`src/rtl/fft16_pkg.sv`:
```
// Shared constants, FSM states and helpers for the 16-point FFT memory sequencer.
package fft16_pkg;

    localparam int N     = 16;
    localparam int LOG2N = 4;

    typedef enum logic [2:0] {
        S_IDLE,
        S_LOAD,
        S_CALC,
        S_WAIT,
        S_UNLOAD
    } state_e;

    function automatic logic [3:0] bitrev4(input logic [3:0] v);
        return {v[0], v[1], v[2], v[3]};
    endfunction

endpackage

```
`src/rtl/fft16_addr_gen.sv`:
```
// Maps (stage, butterfly index) to the radix-2 DIT operand pair and twiddle index.
module fft16_addr_gen (
    input  logic [1:0] s_i,
    input  logic [2:0] k_i,
    output logic [3:0] a_o,
    output logic [3:0] b_o,
    output logic [2:0] tw_o
);

    logic [3:0] k4;
    logic [3:0] span;
    logic [3:0] mask;

    always_comb begin
        k4   = {1'b0, k_i};
        span = 4'd1 << s_i;
        mask = span - 4'd1;
        a_o  = ((k4 >> s_i) << ({1'b0, s_i} + 3'd1)) | (k4 & mask);
        b_o  = a_o + span;
        tw_o = 3'((k4 & mask) << (3'd3 - {1'b0, s_i}));
    end

endmodule

```
`src/rtl/fft16_mem_ctrl.sv`:
```
// Frame sequencer: bit-reversed load, 4x8 butterfly issue with delayed write-back, unload.
module fft16_mem_ctrl
    import fft16_pkg::*;
#(
    parameter int DATA_W = 32,
    parameter int BF_LAT = 2
) (
    input  logic              clk,
    input  logic              rst_n,
    input  logic              start,
    input  logic              in_valid,
    input  logic [DATA_W-1:0] in_data,
    output logic              in_ready,
    output logic [3:0]        rd_addr_1,
    output logic [3:0]        rd_addr_2,
    input  logic [DATA_W-1:0] rd_data_1,
    output logic              rd_valid,
    output logic [2:0]        tw_idx,
    input  logic [DATA_W-1:0] bf_data_1,
    input  logic [DATA_W-1:0] bf_data_2,
    output logic [3:0]        wr_addr_1,
    output logic [3:0]        wr_addr_2,
    output logic [DATA_W-1:0] wr_data_1,
    output logic [DATA_W-1:0] wr_data_2,
    output logic              wr_en_1,
    output logic              wr_en_2,
    output logic              out_valid,
    output logic [DATA_W-1:0] out_data,
    input  logic              out_ready,
    output logic              busy,
    output logic              done
);

    localparam int AW = 4 * BF_LAT;

    state_e            state_q, state_d;
    logic [3:0]        cnt_q, cnt_d;
    logic [1:0]        stg_q, stg_d;
    logic [1:0]        wcnt_q, wcnt_d;
    logic              done_q, done_d;
    logic [BF_LAT-1:0] dv_q;
    logic [AW-1:0]     da_q;
    logic [AW-1:0]     db_q;

    logic [3:0] ag_a, ag_b;
    logic [2:0] ag_tw;
    logic       issue;
    logic       wb_v;
    logic [3:0] wb_a, wb_b;

    fft16_addr_gen u_addr_gen (
        .s_i  (stg_q),
        .k_i  (cnt_q[2:0]),
        .a_o  (ag_a),
        .b_o  (ag_b),
        .tw_o (ag_tw)
    );

    assign issue = (state_q == S_CALC);
    assign wb_v  = dv_q[BF_LAT-1];
    assign wb_a  = da_q[AW-1 -: 4];
    assign wb_b  = db_q[AW-1 -: 4];
    assign busy  = (state_q != S_IDLE);
    assign done  = done_q;

    always_ff @(posedge clk or negedge rst_n) begin
        if (!rst_n) begin
            state_q <= S_IDLE;
            cnt_q   <= '0;
            stg_q   <= '0;
            wcnt_q  <= '0;
            done_q  <= 1'b0;
            dv_q    <= '0;
            da_q    <= '0;
            db_q    <= '0;
        end else begin
            state_q <= state_d;
            cnt_q   <= cnt_d;
            stg_q   <= stg_d;
            wcnt_q  <= wcnt_d;
            done_q  <= done_d;
            // Operand addresses ride alongside the butterfly pipeline.
            dv_q    <= BF_LAT'({dv_q, issue});
            da_q    <= AW'({da_q, ag_a});
            db_q    <= AW'({db_q, ag_b});
        end
    end

    always_comb begin
        state_d   = state_q;
        cnt_d     = cnt_q;
        stg_d     = stg_q;
        wcnt_d    = wcnt_q;
        done_d    = 1'b0;
        in_ready  = 1'b0;
        rd_addr_1 = '0;
        rd_addr_2 = '0;
        rd_valid  = 1'b0;
        tw_idx    = '0;
        out_valid = 1'b0;
        out_data  = '0;
        wr_en_1   = wb_v;
        wr_en_2   = wb_v;
        wr_addr_1 = wb_v ? wb_a : 4'd0;
        wr_addr_2 = wb_v ? wb_b : 4'd0;
        wr_data_1 = wb_v ? bf_data_1 : '0;
        wr_data_2 = wb_v ? bf_data_2 : '0;
        unique case (state_q)
            S_IDLE: begin
                if (start) begin
                    state_d = S_LOAD;
                    cnt_d   = '0;
                end
            end
            S_LOAD: begin
                in_ready  = 1'b1;
                wr_addr_1 = bitrev4(cnt_q);
                if (in_valid) begin
                    wr_en_1   = 1'b1;
                    wr_data_1 = in_data;
                    cnt_d     = cnt_q + 4'd1;
                    if (cnt_q == 4'(N - 1)) begin
                        state_d = S_CALC;
                        stg_d   = '0;
                    end
                end
            end
            S_CALC: begin
                rd_valid  = 1'b1;
                rd_addr_1 = ag_a;
                rd_addr_2 = ag_b;
                tw_idx    = ag_tw;
                cnt_d     = cnt_q + 4'd1;
                if (cnt_q[2:0] == 3'd7) begin
                    state_d = S_WAIT;
                    cnt_d   = '0;
                    wcnt_d  = '0;
                end
            end
            S_WAIT: begin
                wcnt_d = wcnt_q + 2'd1;
                if (wcnt_q == 2'(BF_LAT - 1)) begin
                    wcnt_d = '0;
                    if (stg_q == 2'(LOG2N - 1)) begin
                        state_d = S_UNLOAD;
                        cnt_d   = '0;
                    end else begin
                        state_d = S_CALC;
                        stg_d   = stg_q + 2'd1;
                    end
                end
            end
            S_UNLOAD: begin
                out_valid = 1'b1;
                rd_addr_1 = cnt_q;
                out_data  = rd_data_1;
                if (out_ready) begin
                    cnt_d = cnt_q + 4'd1;
                    if (cnt_q == 4'(N - 1)) begin
                        state_d = S_IDLE;
                        done_d  = 1'b1;
                    end
                end
            end
            default: state_d = S_IDLE;
        endcase
    end

endmodule
```
`config.mk`:
```
export PLATFORM = sky130hd
export DESIGN_NAME = fft16_mem_ctrl
export DESIGN_NICKNAME = d
export VERILOG_FILES = /design/src/rtl/fft16_pkg.sv /design/src/rtl/fft16_addr_gen.sv /design/src/rtl/fft16_mem_ctrl.sv
export SDC_FILE = /design/constraint.sdc
export NUM_CORES = 1
export LEC_CHECK = 0
export CORE_MARGIN = 3
export CORE_UTILIZATION = 30
export CTS_CLUSTER_DIAMETER = 30
export DETAILED_ROUTE_END_ITERATION = 10
export PLACE_DENSITY_LB_ADDON = 0.2
export SLEW_MARGIN = 20
export SYNTH_ARGS = -nofsm -noshare
export SYNTH_HDL_FRONTEND = slang
export SYNTH_SLANG_ARGS = --single-unit
```
`constraint.sdc`:
```
create_clock -name clk -period 3.1 [get_ports clk]
set_input_delay 0.31 -clock clk [delete_from_list [all_inputs] [get_ports clk]]
set_output_delay 0.31 -clock clk [all_outputs]
set_load 0.01 [all_outputs]
```
==> metrics <==
outcome complete, no violations; Crit path largest cell delay 400 ps; CP max stage cell dfrtp_1; crit-path cells inv_1 -> ha_2 -> nand2b_1 -> nand4_1 -> nand2_1 -> ha_1 -> a21oi_1 -> xor2_1 -> and2_1 -> clkbuf_2; RSZ-0062 raised after global routing no; EDFF count, synth 0; row count 32; power per cell area slightly below 400 nW/µm²; register area share after synthesis 0.295; chip height 98.2 µm; leakage between 0.002 and 0.0025 µW; ranking of synthesized cells by area dfrtp_1 29%, and2_1 17%, nand2_1 13%; WL met1 approximately 5.1 mm; DRT iter0 DRCs about 210; Worst-Skew Late Latency around 290 ps; CP endpoint kind primary output; routed length on met2 6.37 mm; critical path peak fanout 6; core area ~8000 µm²; skew final 8.33 ps; Ports about 260; max-cap violations 0; Tot GR Track Use 0.257; period utilisation layout 0.936; Final Hold Vio Count 0; Worst Path Buf+Inv 2; Max IR drop VDD about 0.27 mV; most used flip-flop cell after synthesis dfrtp_1; Post-Route WL about 13 mm; share of post-route cells with drive strength above 1 0.0704; final worst slack slightly below 200 ps; area growth from synthesis to layout 112%; Hold WC Path Type reg -> reg; slew margin rel. 0.604; first-pass GRT wire length 19.2 mm; ANT nets after route 0; total setup buffers inserted after CTS 0; hold buffer count at CTS 0; CTS tree built; DR vias/cell about 4.7; Synth top cells by count 88 x nand2_1, 71 x and2_1, 42 x o21ai_0; dpl hpwl 10.5 mm; vias in the first global route ~3300; Avg WL per Cell ~18 µm; H-tree depth 2; post-synth net total 501; count leader, synth nand2_1; CTS root buffer clkbuf_8; drt pass-1 iters 4; Clock Pin Slew Worst Setup and Hold Paths 60 ps; biggest area consumer among synthesized cells dfrtp_1; Critical Path Start Type flip-flop; clk buf depth 2; HP Start da_q[2]$_DFF_PN0_; synthesized instance count about 360; Yosys cell types 39; reg2reg start stg_q[0]$_DFFE_PN0P_; Synth Cell Area 2550 µm²; routability cong. ~0.87; antenna diode count 0; Synth top area share 0.295; Hold WS 351 ps; Worst Setup SP stg_q[0]$_DFFE_PN0P_; Setup TNS 0 ps; Crit path required time ~2800 ps; gr ovfl total 0; actual slew at the worst max-slew pin approximately 600 ps; Inst Count DP about 710; Arr. time, crit path between 2000 and 3000 ps; DIE WIDTH between 90 and 100 µm; Synth Warn # 0; Final Non-Filler Cells between 700 and 800; final core occ 0.679; Initial Util 0.320; max-slew violation count 0; Layout Nets about 750; Critical Setup Path Class reg -> out; f_max 345 MHz; met3 wire len 1.41 mm; syn avg cell area 7.14 µm²; Final Critical Period ~2900 ps; clk sinks 30; DR DRC count 0; via count around 3400; Filler cells ~660; Yosys reg bits 30; total CTS buffers 5; Die ar. between 9000 and 10000 µm²; highest routed layer met4; largest delay contributor family on the critical path adder cells; Final setup violation count 0; ys async rst share 1.00; IO buf count between 200 and 300; largest net degree at the start of global routing 66; DP Worst Slack between 100 and 150 ps; antenna violations before repair 0
[stage by stage]
step	instance area [µm²]	power [µW]
final	5410	2080
after global routing	5410	2200
after CTS	5410	2080
after detailed placement	5260	1570
after global placement	5260	1550
after floorplan	2550	977
[power by group]
group / total, µW / switching (µW) / internal (µW)
registers: 550 / 70.3 / 479
clock network: 503 / 161 / 343
logic: 1030 / 488 / 539
total: 2080 / 719 / 1360
[final timing paths]
path                                   endpoint  slack (ps)  depth (start not counted)
max                                rd_addr_2[3]         200                         10
min                           da_q[6]$_DFF_PN0_         350                          0
max reg2reg                   db_q[3]$_DFF_PN0_        1000                          8
min reg2reg                   da_q[6]$_DFF_PN0_         350                          0
max in group asynchronous     dv_q[1]$_DFF_PN0_        2390                          2
min in group asynchronous  cnt_q[1]$_DFFE_PN0P_         410                          2
[timing repair]
action,4_1_cts,5_1_grt
pin swaps,0,1
gates resized for setup,5,7
endpoints found under the setup margin,3,2
hold endpoints to repair,0,0
[state kept, by name (all words and copies together), names as in the netlist]
name	count
da_q	8
wcnt_q	2
db_q	8
cnt_q	4
state_q	3
done	1
stg_q	2
dv_q	2
[layout make-up]
cell class                 instances  area (µm²)  share of cell area
multi-input combinational        294        1670               0.309
timing repair buffer             274        2700               0.499
clock buffer                       6        82.6              0.0153
tap                              102         128              0.0236
sequential                        30         752               0.139
clock inverter                     2        60.1              0.0111
inverter                           5        18.8             0.00347
[cell families after synthesis]
| group | Yosys count | share of synthesized area |
|---|---|---|
| buffers and inverters | 33 | 0.0555 |
| flip-flops | 30 | 0.295 |
| multiplexers | 4 | 0.0162 |
| AO/OA/AOI/OAI | 71 | 0.157 |
| XOR/XNOR | 5 | 0.0172 |
| AND/OR/NAND/NOR | 203 | 0.403 |
| adder cells (fa/ha/maj) | 11 | 0.0570 |
[metal layers]
layer | GRT usage | vias to the layer above
met5 | 0 | -
met4 | 0.0389 | 0
met3 | 0.109 | 9
met2 | 0.436 | 166
met1 | 0.311 | 1543
li1 | - | 1665
[layout by cell type, fill, tap and decap left out, drive strengths merged, types with 3 or more instances in the layout]
cell type,n
a22o,3
dfrtp,30
nand2,88
nor2,14
nand2b,12
clkbuf,7
mux2i,3
clkdlybuf4s50,251
xor2,3
inv,5
and2,71
o22ai,3
nand4,3
a21o,3
ha,10
o21ai,45
buf,20
a21oi,10
nor3,5
No activity file was read; power rests on OpenSTA's default activity.
